**src/rtl/mux_truth_table_scanner.sv**
```systemverilog
// Sweeps all 16 {a,b,c,d} vectors into a 4-input function block and compares its output against a golden truth table.
// Optional build macro SCAN_STOP_ON_FAIL_EN: end the scan at the first mismatching vector.
module mux_truth_table_scanner #(
    parameter int SETTLE_CYC = 1
) (
    input  logic        clk,
    input  logic        reset,
    input  logic        start,
    input  logic [15:0] expected,
    input  logic        dut_out,
    output logic [3:0]  drive_abcd,
    output logic        busy,
    output logic        done,
    output logic [15:0] captured,
    output logic [4:0]  fail_count,
    output logic [3:0]  first_fail_idx,
    output logic        pass
);

    localparam logic [1:0] IDLE   = 2'd0;
    localparam logic [1:0] WAIT   = 2'd1;
    localparam logic [1:0] SAMPLE = 2'd2;
    localparam logic [1:0] FIN    = 2'd3;

    // With no settle time each vector goes straight to its sample cycle.
    localparam logic [1:0] VEC_ENTRY   = (SETTLE_CYC == 0) ? SAMPLE : WAIT;
    localparam logic [3:0] SETTLE_LAST = (SETTLE_CYC == 0) ? 4'd0 : 4'(SETTLE_CYC - 1);

    logic [1:0]  state;
    logic [3:0]  idx;
    logic [3:0]  settle_cnt;
    logic [15:0] expected_latched;
    logic        mismatch;
    logic        last_vector;

    assign drive_abcd = idx;
    assign mismatch   = (dut_out != expected_latched[idx]);

`ifdef SCAN_STOP_ON_FAIL_EN
    assign last_vector = (idx == 4'd15) || mismatch;
`else
    assign last_vector = (idx == 4'd15);
`endif

    always_ff @(posedge clk) begin
        if (reset) begin
            state            <= IDLE;
            idx              <= 4'd0;
            settle_cnt       <= 4'd0;
            expected_latched <= 16'd0;
            busy             <= 1'b0;
            done             <= 1'b0;
            captured         <= 16'd0;
            fail_count       <= 5'd0;
            first_fail_idx   <= 4'd0;
            pass             <= 1'b0;
        end else begin
            case (state)
                IDLE: begin
                    done <= 1'b0;
                    if (start) begin
                        expected_latched <= expected;
                        idx              <= 4'd0;
                        settle_cnt       <= 4'd0;
                        captured         <= 16'd0;
                        fail_count       <= 5'd0;
                        first_fail_idx   <= 4'd0;
                        pass             <= 1'b0;
                        busy             <= 1'b1;
                        state            <= VEC_ENTRY;
                    end
                end
                WAIT: begin
                    if (settle_cnt == SETTLE_LAST) begin
                        settle_cnt <= 4'd0;
                        state      <= SAMPLE;
                    end else begin
                        settle_cnt <= settle_cnt + 4'd1;
                    end
                end
                SAMPLE: begin
                    captured[idx] <= dut_out;
                    if (mismatch) begin
                        fail_count <= fail_count + 5'd1;
                        if (fail_count == 5'd0) begin
                            first_fail_idx <= idx;
                        end
                    end
                    // idx stays on the final vector so drive_abcd holds it afterwards.
                    if (last_vector) begin
                        busy  <= 1'b0;
                        done  <= 1'b1;
                        state <= FIN;
                    end else begin
                        idx   <= idx + 4'd1;
                        state <= VEC_ENTRY;
                    end
                end
                FIN: begin
                    done  <= 1'b0;
                    pass  <= (fail_count == 5'd0);
                    state <= IDLE;
                end
                default: begin
                    state <= IDLE;
                end
            endcase
        end
    end

endmodule

```
**config.mk**
```make
export PLATFORM = sky130hd
export DESIGN_NAME = mux_truth_table_scanner
export DESIGN_NICKNAME = d
export VERILOG_FILES = /design/src/rtl/mux_truth_table_scanner.sv
export SDC_FILE = /design/constraint.sdc
export NUM_CORES = 1
export LEC_CHECK = 0
export BUFFER_PORTS_ARGS = -buffer_cell sky130_fd_sc_hd__clkbuf_2
export CORE_MARGIN = 4
export CORE_UTILIZATION = 55
export CTS_CLUSTER_DIAMETER = 80
export DETAILED_ROUTE_END_ITERATION = 16
export PLACE_DENSITY = 0.86
export RECOVER_POWER = 50
export REMOVE_ABC_BUFFERS = 1
export SLEW_MARGIN = 30
export SYNTH_ARGS = -nofsm -noshare
export SYNTH_HDL_FRONTEND = slang
export SYNTH_SLANG_ARGS = --single-unit
```
**constraint.sdc**
```tcl
create_clock -name clk -period 2.94 [get_ports clk]
set_input_delay 0.588 -clock clk [delete_from_list [all_inputs] [get_ports clk]]
set_output_delay 0.588 -clock clk [all_outputs]
set_load 0.02 [all_outputs]
```
==> qor.tcl <==
set qor(post_route_cells_drive_above_1_share) 0.109
set qor(ys_warn_count) 0
set qor(number_of_global_route_vias_before_repair) 2252
set qor(finalCriticalPeriod_ns) 2.46
set qor(crit_arrival_ns) 2.68
set qor(via_count) 2393
set qor(worst_slack_ns) 0.478
set qor(power.total_mw) 1.75
set qor(timing.critical_path.fanout_max) 12
set qor(finalSetupTns_ns) 0
set qor(die_width_um) 77.4
set qor(cts_inserted_buffers) 5
set qor(htree_levels) 2
set qor(io_pins) 52
set qor(worstPathRequired_ns) 3.16
set qor(clock_sink_count) 54
set qor(finClkSkew_ns) 0.00689
set qor(wire_per_inst_um) 14.3
set qor(max_cap_viol_count) 0
set qor(nets) 399
set qor(synth-compound-area-share) 0.159
set qor(syn_area_per_cell_um2) 8.18
set qor(floorplan.core_area_um2) 4500
set qor(synth_top_cell_by_area) {dfxtp_1}
set qor(synth-edff-count) 0
set qor(layout-area-overhead-vs-synth_pct) 12.4
set qor(dieArea_um2) 5990
set qor(cts_tree) {yes}
set qor(routed_wl_mm) 6.00
set qor(critPathLaunchType) {register}
set qor(largest_net_degree_at_the_start_of_global_routing) 30
set qor(timing.final.setup_violations) 0
set qor(synthMuxAreaShare) 0.0921
set qor(first_iter_violations) 170
set qor(ys_types) 36
set qor(n_antenna_cell) 0
set qor(ir_worst_vdd_mv) 0.439
set qor(floorplan.initialDensity) 0.588
set qor(clock_insertion_delay_worst_skew_ns) 0.31
set qor(worst_slew_margin_rel) 0.519
set qor(first_pass_grt_wire_length_mm) 10.2
set qor(post_synth_xor_area_fraction) 0.0132
set qor(grt_remaining_overflow) 0
set qor(worst_hold_path_type) {reg2reg}
set qor(actual_transition_at_the_worst_max_transition_pin_ns) 0.711
set qor(synth_top_cells_by_area) {dfxtp_1 (41%), nand2_1 (9.1%), a21oi_1 (8.3%)}
set qor(detailed_placement_hpwl_mm) 4.45
set qor(gr-usage-all-layers) 0.207
set qor(run_status) {finished clean}
set qor(detailedPlace.worstSlack_ns) 0.522
set qor(synth_seq_area_share) 0.408
set qor(unrepaired_setup_endpoints_after_global_routing) {no}
set qor(synth_flop_cell) {dfxtp_1}
set qor(yosys.area_share.simple) 0.226
set qor(power.static_leakage_nw) 1.09
set qor(post_syn_instances) 324
set qor(timing.critical_path.to_type) {register}
set qor(dominant_combinational_cell_family_by_area_after_synthesis) {simple AND/OR/NAND/NOR gates}
set qor(min_period_over_period) 0.837
set qor(asyncSetResetFlopFracSynth) 0
set qor(drt_pre_antenna_iters) 4
set qor(final_util) 0.661
set qor(vias_per_cell) 5.70
set qor(crit_type) {reg2reg}
set qor(die_height_um) 77.4
set qor(maxClockFrequency_ghz) 0.406
set qor(postSynthRegisterBits) 54
set qor(antenna_found_initial) 0
set qor(cts_post_setup_buffers_inserted) 0
set qor(clockRootBuffer) {clkbuf_8}
set qor(synthMostInstantiatedCell) {nand2_1}
set qor(placement.io_buffers) 51
set qor(power.density_nw_per_um2) 588
set qor(synth_largest_type_area_fraction) 0.408
set qor(synth-adder-area-share) 0.0567
set qor(std_cell_rows) 24
set qor(netlist_top_cells_count) {nand2_1 (64), dfxtp_1 (54), a21oi_1 (44), nand3_1 (24), clkbuf_1 (17)}
set qor(final_weighted_congestion_of_routability_driven_global_placement) 0.869
set qor(clock_path_buffers) 2
set qor(timing.final.max_slew_violations) 0
set qor(syn-cell-area_um2) 2650
set qor(route.antenna.remaining_nets) 0
set qor(cts_hold_buf) 0
set qor(clk_pin_slew_worst_paths_ns) 0.09
set qor(timing.final.hold_violations) 0
set qor(cts_resized) 0
set qor(detail_route.drc_violations) 0
==> final timing paths <==
kind	start	endpoint	slack [ns]	depth (start not counted)
max	state[1]	first_fail_idx[2]	0.48	7
min	expected_latched[3]	expected_latched[3]	0.46	2
max reg2reg	state[1]	first_fail_idx[2]	0.48	7
min reg2reg	expected_latched[3]	expected_latched[3]	0.46	2
==> state kept, by name, summed over array words and instances, names as in the netlist <==
register	count
pass	1
fail_count	5
first_fail_idx	4
done	1
busy	1
captured	16
settle_cnt	4
expected_latched	16
state	2
drive_abcd	4
==> layout by cell type, fill, tap and decap left out, types with 2 or more instances in the layout <==
cell and instances:
and2_1 7, clkbuf_8 6, a32oi_1 3, clkbuf_1 31, nand2_1 64, buf_4 5
nor3_1 2, o21ai_0 5, a21o_1 3, ha_1 12, dfxtp_1 54, o211ai_1 11
clkbuf_2 21, mux2i_1 16, inv_1 9, xnor2_1 2, nor2_1 15, a21oi_1 44
mux4_2 2, nand2b_1 5, and3_1 3, mux2i_2 2, nor2b_1 2, nand3_1 24
xor2_1 2, nand4_1 6
==> per-stage QoR <==
stage	cells	hold slack [ns]	area, um^2
2_1_floorplan	304	0.430	2570
3_3_place_gp	412	0.446	2920
3_5_place_dp	412	0.451	2920
4_1_cts	420	0.464	3020
5_1_grt	420	0.483	2980
6_report	420	0.461	2980
==> critical path, stage by stage, from the launching register on <==
cell and delay [ns]:
dfxtp_1 0.34, inv_1 0.12, ha_1 0.34, mux2_2 0.47
and3_1 0.22, mux2i_2 0.35, a21bo_2 0.28, mux2i_1 0.26
==> cells by family (layout without fill, tap and decap cells) <==
group | count (synthesis) | in the layout
buffers and inverters | 30 | 74
AOI/OAI and AO/OA | 71 | 71
adders and majority gates | 12 | 12
and+or+nand+nor | 132 | 132
xor gates and xnor gates | 4 | 4
muxes | 21 | 21
DFF | 54 | 54
==> routing by layer <==
metal  vias to the layer above  track usage  wire (um)
li1                       1205            -          -
met1                      1099        0.251       2640
met2                        77        0.344       2820
met3                        12       0.0532        400
met4                         0       0.0979        147
met5                         -            0          0
==> power by group <==
| group | total (mW) | leakage, nW | switching, mW | internal (mW) |
|---|---|---|---|---|
| Clock | 0.415 | 0.0482 | 0.224 | 0.190 |
| Combinational | 0.503 | 0.608 | 0.325 | 0.179 |
| Sequential | 0.832 | 0.438 | 0.0444 | 0.788 |
==> final cells by class <==
class                   count  area, um^2
repair buffers             56         255
multi-input cells         240        1450
well taps                  52        65.1
inverters                  10        37.5
flip-flops and latches     54        1080
clock inverters             1        5.00
fillers                   403        1530
clock buffers               7        86.3
Note: power is estimated with default switching activity, not from simulation.
